===== src/rtl/branch_predictor_pkg.sv =====
// Shared definitions for the IF-stage branch predictor: counter encodings and PC geometry.
package branch_predictor_pkg;

    localparam int unsigned PcW = 16;

    typedef enum logic [1:0] {
        CntSnt = 2'b00,
        CntWnt = 2'b01,
        CntWt  = 2'b10,
        CntSt  = 2'b11
    } cnt_e;

    localparam cnt_e CntAlloc = CntWt;
    localparam cnt_e CntReset = CntWnt;

    function automatic int unsigned tag_w(int unsigned idx_w);
        return PcW - idx_w;
    endfunction

endpackage


===== src/rtl/branch_predictor_if.sv =====
// Signal bundle between the pipeline (master) and the branch predictor (slave).
interface branch_predictor_if
    import branch_predictor_pkg::*;
#(
    parameter int unsigned CNT_W = 16
);
    logic [PcW-1:0]   pc_if_i;
    logic             prediction_o;
    logic [PcW-1:0]   pred_target_o;
    logic             stall_if_i;
    logic             flush_if_i;
    logic             flush_id_i;
    logic             prediction_id_o;
    logic [PcW-1:0]   pc_id_i;
    logic [PcW-1:0]   target_id_i;
    logic             ifbranch_i;
    logic             precorrc_i;
    logic             prewrong_i;
    logic [CNT_W-1:0] branch_cnt_o;
    logic [CNT_W-1:0] miss_cnt_o;

    modport slave (
        input  pc_if_i, stall_if_i, flush_if_i, flush_id_i, pc_id_i, target_id_i,
        input  ifbranch_i, precorrc_i, prewrong_i,
        output prediction_o, pred_target_o, prediction_id_o, branch_cnt_o, miss_cnt_o
    );

    modport master (
        output pc_if_i, stall_if_i, flush_if_i, flush_id_i, pc_id_i, target_id_i,
        output ifbranch_i, precorrc_i, prewrong_i,
        input  prediction_o, pred_target_o, prediction_id_o, branch_cnt_o, miss_cnt_o
    );

endinterface


===== src/rtl/branch_predictor_sat_counter2.sv =====
// 2-bit saturating up/down counter with enable and an allocation load.
module branch_predictor_sat_counter2
    import branch_predictor_pkg::*;
(
    input  logic       i_clk,
    input  logic       i_rst,
    input  logic       i_en,
    input  logic       i_load,
    input  logic       i_up,
    output logic [1:0] o_cnt
);

    logic [1:0] r_cnt;

    always_ff @(posedge i_clk) begin
        if (i_rst) begin
            r_cnt <= CntReset;
        end else if (i_en) begin
            if (i_load) begin
                r_cnt <= CntAlloc;
            end else if (i_up && r_cnt != CntSt) begin
                r_cnt <= r_cnt + 2'd1;
            end else if (!i_up && r_cnt != CntSnt) begin
                r_cnt <= r_cnt - 2'd1;
            end
        end
    end

    assign o_cnt = r_cnt;

endmodule


===== src/rtl/branch_predictor.sv =====
// Direct-mapped 2-bit BHT with tagged targets, trained from ID verdicts; lookup is combinational.
module branch_predictor
    import branch_predictor_pkg::*;
#(
    parameter int unsigned IDX_W = 4,
    parameter int unsigned CNT_W = 16
) (
    input  logic              CLK,
    input  logic              RST,
    branch_predictor_if.slave bus
);

    localparam int unsigned Depth = 1 << IDX_W;
    localparam int unsigned TagW  = tag_w(IDX_W);

    logic             r_valid [Depth];
    logic [TagW-1:0]  r_tag   [Depth];
    logic [PcW-1:0]   r_tgt   [Depth];
    logic [1:0]       w_cnt   [Depth];
    logic             r_pred_id;
    logic [CNT_W-1:0] r_branch_cnt;
    logic [CNT_W-1:0] r_miss_cnt;

    logic [IDX_W-1:0] w_idx;
    logic [TagW-1:0]  w_tag;
    logic             w_hit;
    logic [IDX_W-1:0] w_j;
    logic [TagW-1:0]  w_tg;
    logic             w_match;
    logic             w_upd;

    assign w_idx = bus.pc_if_i[IDX_W-1:0];
    assign w_tag = bus.pc_if_i[PcW-1:IDX_W];
    assign w_hit = r_valid[w_idx] && (r_tag[w_idx] == w_tag);

    assign bus.prediction_o    = w_hit && w_cnt[w_idx][1];
    assign bus.pred_target_o   = r_tgt[w_idx];
    assign bus.prediction_id_o = r_pred_id;
    assign bus.branch_cnt_o    = r_branch_cnt;
    assign bus.miss_cnt_o      = r_miss_cnt;

    // Both verdicts at once is illegal; it still trains once and counts as a miss.
    assign w_upd   = bus.precorrc_i | bus.prewrong_i;
    assign w_j     = bus.pc_id_i[IDX_W-1:0];
    assign w_tg    = bus.pc_id_i[PcW-1:IDX_W];
    assign w_match = r_valid[w_j] && (r_tag[w_j] == w_tg);

    for (genvar k = 0; k < Depth; k++) begin : g_cnt
        logic w_en;
        assign w_en = w_upd && (w_j == IDX_W'(k)) && (w_match || bus.ifbranch_i);

        branch_predictor_sat_counter2 u_cnt (
            .i_clk  (CLK),
            .i_rst  (RST),
            .i_en   (w_en),
            .i_load (!w_match),
            .i_up   (bus.ifbranch_i),
            .o_cnt  (w_cnt[k])
        );
    end

    // A taken outcome always writes tag/target; on a hit the tag is unchanged anyway.
    always_ff @(posedge CLK) begin
        if (RST) begin
            for (int k = 0; k < Depth; k++) begin
                r_valid[k] <= 1'b0;
                r_tag[k]   <= '0;
                r_tgt[k]   <= '0;
            end
        end else if (w_upd && bus.ifbranch_i) begin
            r_valid[w_j] <= 1'b1;
            r_tag[w_j]   <= w_tg;
            r_tgt[w_j]   <= bus.target_id_i;
        end
    end

    always_ff @(posedge CLK) begin
        if (RST || bus.flush_id_i || bus.flush_if_i) begin
            r_pred_id <= 1'b0;
        end else if (!bus.stall_if_i) begin
            r_pred_id <= bus.prediction_o;
        end
    end

    always_ff @(posedge CLK) begin
        if (RST) begin
            r_branch_cnt <= '0;
            r_miss_cnt   <= '0;
        end else if (w_upd) begin
            if (r_branch_cnt != '1) begin
                r_branch_cnt <= r_branch_cnt + CNT_W'(1);
            end
            if (bus.prewrong_i && r_miss_cnt != '1) begin
                r_miss_cnt <= r_miss_cnt + CNT_W'(1);
            end
        end
    end

endmodule


===== src/flat_wrapper.sv =====
// flat-port wrapper written by rule: the top's interface ports become plain ports
module branch_predictor_flat import branch_predictor_pkg::*;
#(
    parameter int unsigned IDX_W = 4,
    parameter int unsigned CNT_W = 16
)
  (CLK, RST, bus_pc_if_i, bus_stall_if_i, bus_flush_if_i, bus_flush_id_i, bus_pc_id_i, bus_target_id_i, bus_ifbranch_i, bus_precorrc_i, bus_prewrong_i, bus_prediction_o, bus_pred_target_o, bus_prediction_id_o, bus_branch_cnt_o, bus_miss_cnt_o);
  branch_predictor_if #(.CNT_W(CNT_W)) bus_i ();
  input  logic CLK;
  input  logic RST;
  input wire logic [$bits(bus_i.pc_if_i)-1:0] bus_pc_if_i;
  input wire logic [$bits(bus_i.stall_if_i)-1:0] bus_stall_if_i;
  input wire logic [$bits(bus_i.flush_if_i)-1:0] bus_flush_if_i;
  input wire logic [$bits(bus_i.flush_id_i)-1:0] bus_flush_id_i;
  input wire logic [$bits(bus_i.pc_id_i)-1:0] bus_pc_id_i;
  input wire logic [$bits(bus_i.target_id_i)-1:0] bus_target_id_i;
  input wire logic [$bits(bus_i.ifbranch_i)-1:0] bus_ifbranch_i;
  input wire logic [$bits(bus_i.precorrc_i)-1:0] bus_precorrc_i;
  input wire logic [$bits(bus_i.prewrong_i)-1:0] bus_prewrong_i;
  output wire logic [$bits(bus_i.prediction_o)-1:0] bus_prediction_o;
  output wire logic [$bits(bus_i.pred_target_o)-1:0] bus_pred_target_o;
  output wire logic [$bits(bus_i.prediction_id_o)-1:0] bus_prediction_id_o;
  output wire logic [$bits(bus_i.branch_cnt_o)-1:0] bus_branch_cnt_o;
  output wire logic [$bits(bus_i.miss_cnt_o)-1:0] bus_miss_cnt_o;
  assign bus_i.pc_if_i = bus_pc_if_i;
  assign bus_i.stall_if_i = bus_stall_if_i;
  assign bus_i.flush_if_i = bus_flush_if_i;
  assign bus_i.flush_id_i = bus_flush_id_i;
  assign bus_i.pc_id_i = bus_pc_id_i;
  assign bus_i.target_id_i = bus_target_id_i;
  assign bus_i.ifbranch_i = bus_ifbranch_i;
  assign bus_i.precorrc_i = bus_precorrc_i;
  assign bus_i.prewrong_i = bus_prewrong_i;
  assign bus_prediction_o = bus_i.prediction_o;
  assign bus_pred_target_o = bus_i.pred_target_o;
  assign bus_prediction_id_o = bus_i.prediction_id_o;
  assign bus_branch_cnt_o = bus_i.branch_cnt_o;
  assign bus_miss_cnt_o = bus_i.miss_cnt_o;
  branch_predictor #(.IDX_W(IDX_W), .CNT_W(CNT_W)) u_core (.CLK(CLK), .RST(RST), .bus(bus_i));
endmodule

===== config.mk =====
export PLATFORM = sky130hd
export DESIGN_NAME = branch_predictor_flat
export DESIGN_NICKNAME = d
export VERILOG_FILES = /design/src/rtl/branch_predictor_pkg.sv /design/src/rtl/branch_predictor_if.sv /design/src/rtl/branch_predictor_sat_counter2.sv /design/src/rtl/branch_predictor.sv /design/src/flat_wrapper.sv
export SDC_FILE = /design/constraint.sdc
export NUM_CORES = 1
export LEC_CHECK = 0
export ABC_AREA = 1
export ABC_CLOCK_PERIOD_IN_PS = 6800
export BUFFER_PORTS_ARGS = -buffer_cell sky130_fd_sc_hd__buf_2
export CORE_MARGIN = 4
export CORE_UTILIZATION = 45
export DETAILED_ROUTE_END_ITERATION = 7
export GPL_ROUTABILITY_DRIVEN = 0
export PLACE_DENSITY = 0.63
export SYNTH_ARGS = -nofsm -noshare
export SYNTH_HDL_FRONTEND = slang
export SYNTH_SLANG_ARGS = --single-unit
export TNS_END_PERCENT = 100

===== constraint.sdc =====
create_clock -name CLK -period 6.8 [get_ports CLK]
set_clock_uncertainty 0.1 [all_clocks]
set_input_delay 1.02 -clock CLK [delete_from_list [all_inputs] [get_ports CLK]]
set_output_delay 1.02 -clock CLK [all_outputs]
set_load 0.05 [all_outputs]

==> results.yml <==
critical_path:
  r2r_cells: 16
  critPathLaunchType: "input port"
  reg2reg_from: "u_core.r_tag[9][6]"
  cp_max_fo: 84
  crit_arrival_ps: 4320
  r2r_end: "u_core.g_cnt[7].u_cnt.o_cnt[1]"
  critical_path_required_ps: 5680
  worstSetupPathType: "in2out"
  rrSetupSlack_ps: 3450
  end_kind: "output pin"
grt:
  grt_max_degree: 89
  antenna_found_initial: 2
  grt_pass1_vias: 22300
  grt_pass1_wl_mm: 133
  grt.overflow.total: 0
  grt_use_total: 0.272
synthesis:
  ys.flop_type: "edfxtp_1"
  yosysSeqAreaShare: 0.567
  syn_avg_cell_area_um2: 8.37
  synth_top_area_share: 0.506
  async_flop_share: 0
  syn_nets: 3232
  synth_warnings: 0
  synth_cell_types: 39
  synth.largest_area_cell: "edfxtp_1"
  synth_edf_count: 448
  synthTopCellsByArea: "edfxtp_1 (51%), nor2_1 (12%), nand2_1 (11%)"
  synth_common_cells: "nor2_1 (820), nand2_1 (754), edfxtp_1 (448), o21ai_0 (279), clkbuf_1 (184)"
  syn_area_um2: 26600
  yosysMostFrequentCell: "nor2_1"
  synth.ff_latch_count: 529
  syn_inst: 3174
place:
  dpl_cell_area_um2: 27500
  dp.final_hpwl_mm: 49.6
  io_buffers: 105
  dpl_worst_slack_ps: 1480
clock_network:
  clkTransAtPathRegs_ps: 60
  cts_setup_buffers: 0
  clock_latency_ps: 640
  ctsResizeCount: 0
  h-tree-depth: 2
  clock_path_buffers: 3
  cts_hold_buffers: 0
  tritoncts: "built"
  cts_sinks: 529
  numCtsBuffers: 57
  cts_root_buf: "clkbuf_16"
run_status:
  status: "completed"
timing:
  fin_crit_ps: 5440
  holdWs_ps: 380
  setup_viol: 0
  worst_pin_slew_ps: 1190
  setup-tns-final_ps: 0
  setup_slack_ps: 1360
  slew_viol_final: 0
  fin_crit_sh: 0.800
  hold_viol: 0
  slew_headroom: 0.206
  rsz0062_at_grt: "no"
  timing.fmax_mhz: 184
job:
  max-cap-violations: 0
finish:
  layout-drive-gt1-share: 0.0827
  fin_nets: 3204
  final_cell_area_um2: 29200
  area_delta_synth_final_pct: 10.1
  utilization: 0.504
floorplanning:
  core_um2: 58000
  initial_core_util: 0.458
  die_h_um: 251
  placementRows: 88
  ios: 106
  dieArea_um2: 63000
  die_w_um: 251
detailed_routing:
  viasPerCell: 5.92
  drt_iter0_markers: 2961
  wl_per_cell_um: 22.4
  dr.pass1.iters: 6
  drcViolationCount: 0
  drt-total-wl_mm: 88.8
  ant_nets: 0
  vias: 23500
worst_hold_path:
  whs_path_depth: 2
  min_from: "u_core.r_valid[9]"
  hold_path_class: "reg2reg"
  hold_end: "u_core.r_valid[9]"
power_and_ir_drop:
  p_leak_nw: 11.6
  irDropWorstVdd_mv: 0.185
  p_per_area_nw_per_um2: 260
[report_power, final]
part           switching, mW  leakage (nW)  total [mW]  internal [mW]
Sequential            0.0643          4.92        3.74           3.68
Combinational          0.622          5.83       0.814          0.192
Clock                   1.32         0.875        3.04           1.72
[flip-flops by register name, indices dropped and copies added (netlist names)]
register / count
u_core.bus.branch_cnt_o: 16
u_core.bus.prediction_id_o: 1
u_core.bus.miss_cnt_o: 16
u_core.g_cnt.u_cnt.o_cnt: 32
u_core.r_tag: 192
u_core.r_valid: 16
u_core.r_tgt: 256
[through the flow]
stage	power (mW)	std cells
CTS	7.60	3959
finish	7.60	3960
global route	7.83	3960
floorplan	4.32	3174
detailed placement	4.60	3852
global placement	4.58	3852
[cells by family after synthesis]
logic type,count (synthesis),synth area share
adder cells (fa/ha/maj),2,0.000942
buffers and inverters,375,0.0567
flip-flops,529,0.567
AO/OA/AOI/OAI,511,0.112
AND/OR/NAND/NOR,1748,0.260
XOR/XNOR,9,0.00297
[cells in the final DEF, fill, tap and decap left out, types with 2 or more instances in the layout]
master     instances
clkbuf_1          15
buf_2            101
o21ai_1           20
clkbuf_8           3
nand3_1          103
xnor2_1            3
o21ai_0          279
nand3_2           13
bufinv_16          4
a211oi_1           2
ha_1               2
nor3_1            21
a21oi_1           64
clkinv_1          30
dfxtp_1           81
nand4_1           19
edfxtp_1         448
buf_4             43
clkbuf_16         57
nor3b_1            3
nand2_1          737
nand2_2           18
o31ai_1            3
nor2_2             3
xor2_1             6
a31oi_1            6
o221ai_1          65
o22ai_1           25
inv_2              4
nor2_4             2
nor4_1             7
clkinv_2           8
nand2_4            2
inv_1            124
and2_1             2
inv_6              3
o211ai_1          44
nor2_1           817
[worst max-delay path: stages]
cell and delay [ps]:
buf_6 390, buf_4 760, o21ai_0 140, o21ai_0 200, o21ai_0 90, o21ai_0 440
xor2_1 120, nor2_1 110, nand2_1 50, nor2_1 310, nand2_1 240, inv_1 90
buf_2 260
[cell type report]
type | instances | area [um2]
Fill cell | 5351 | 28800
Sequential cell | 529 | 15100
Multi-Input combinational cell | 2270 | 10000
Clock buffer | 75 | 1520
Tap cell | 765 | 957
Timing Repair Buffer | 145 | 840
Inverter | 143 | 543
Clock inverter | 32 | 265
Antenna cell | 1 | 2.50
[worst max-delay path by stage]
stage / from / end / slack, ps / cells after the start
after floorplan: bus_pc_if_i[0] / bus_pred_target_o[10] / 2600 / 11
after global placement: bus_pc_if_i[0] / bus_prediction_o / 1540 / 16
after detailed placement: bus_pc_if_i[0] / bus_prediction_o / 1480 / 13
after CTS: bus_pc_if_i[0] / bus_prediction_o / 1490 / 13
after global routing: bus_pc_if_i[0] / bus_prediction_o / 1170 / 13
final: bus_pc_if_i[0] / bus_prediction_o / 1360 / 13
[layer usage]
metal	vias up	part of all wire	GRT usage	wire length [um]
met3	233	0.11	0.0533	9850
met5	-	0.00015	0	13
met2	1471	0.46	0.444	40900
met4	2	0.041	0.0973	3660
met1	11200	0.39	0.364	34400
li1	10600	-	-	-
(Power assumes the default switching activity.)
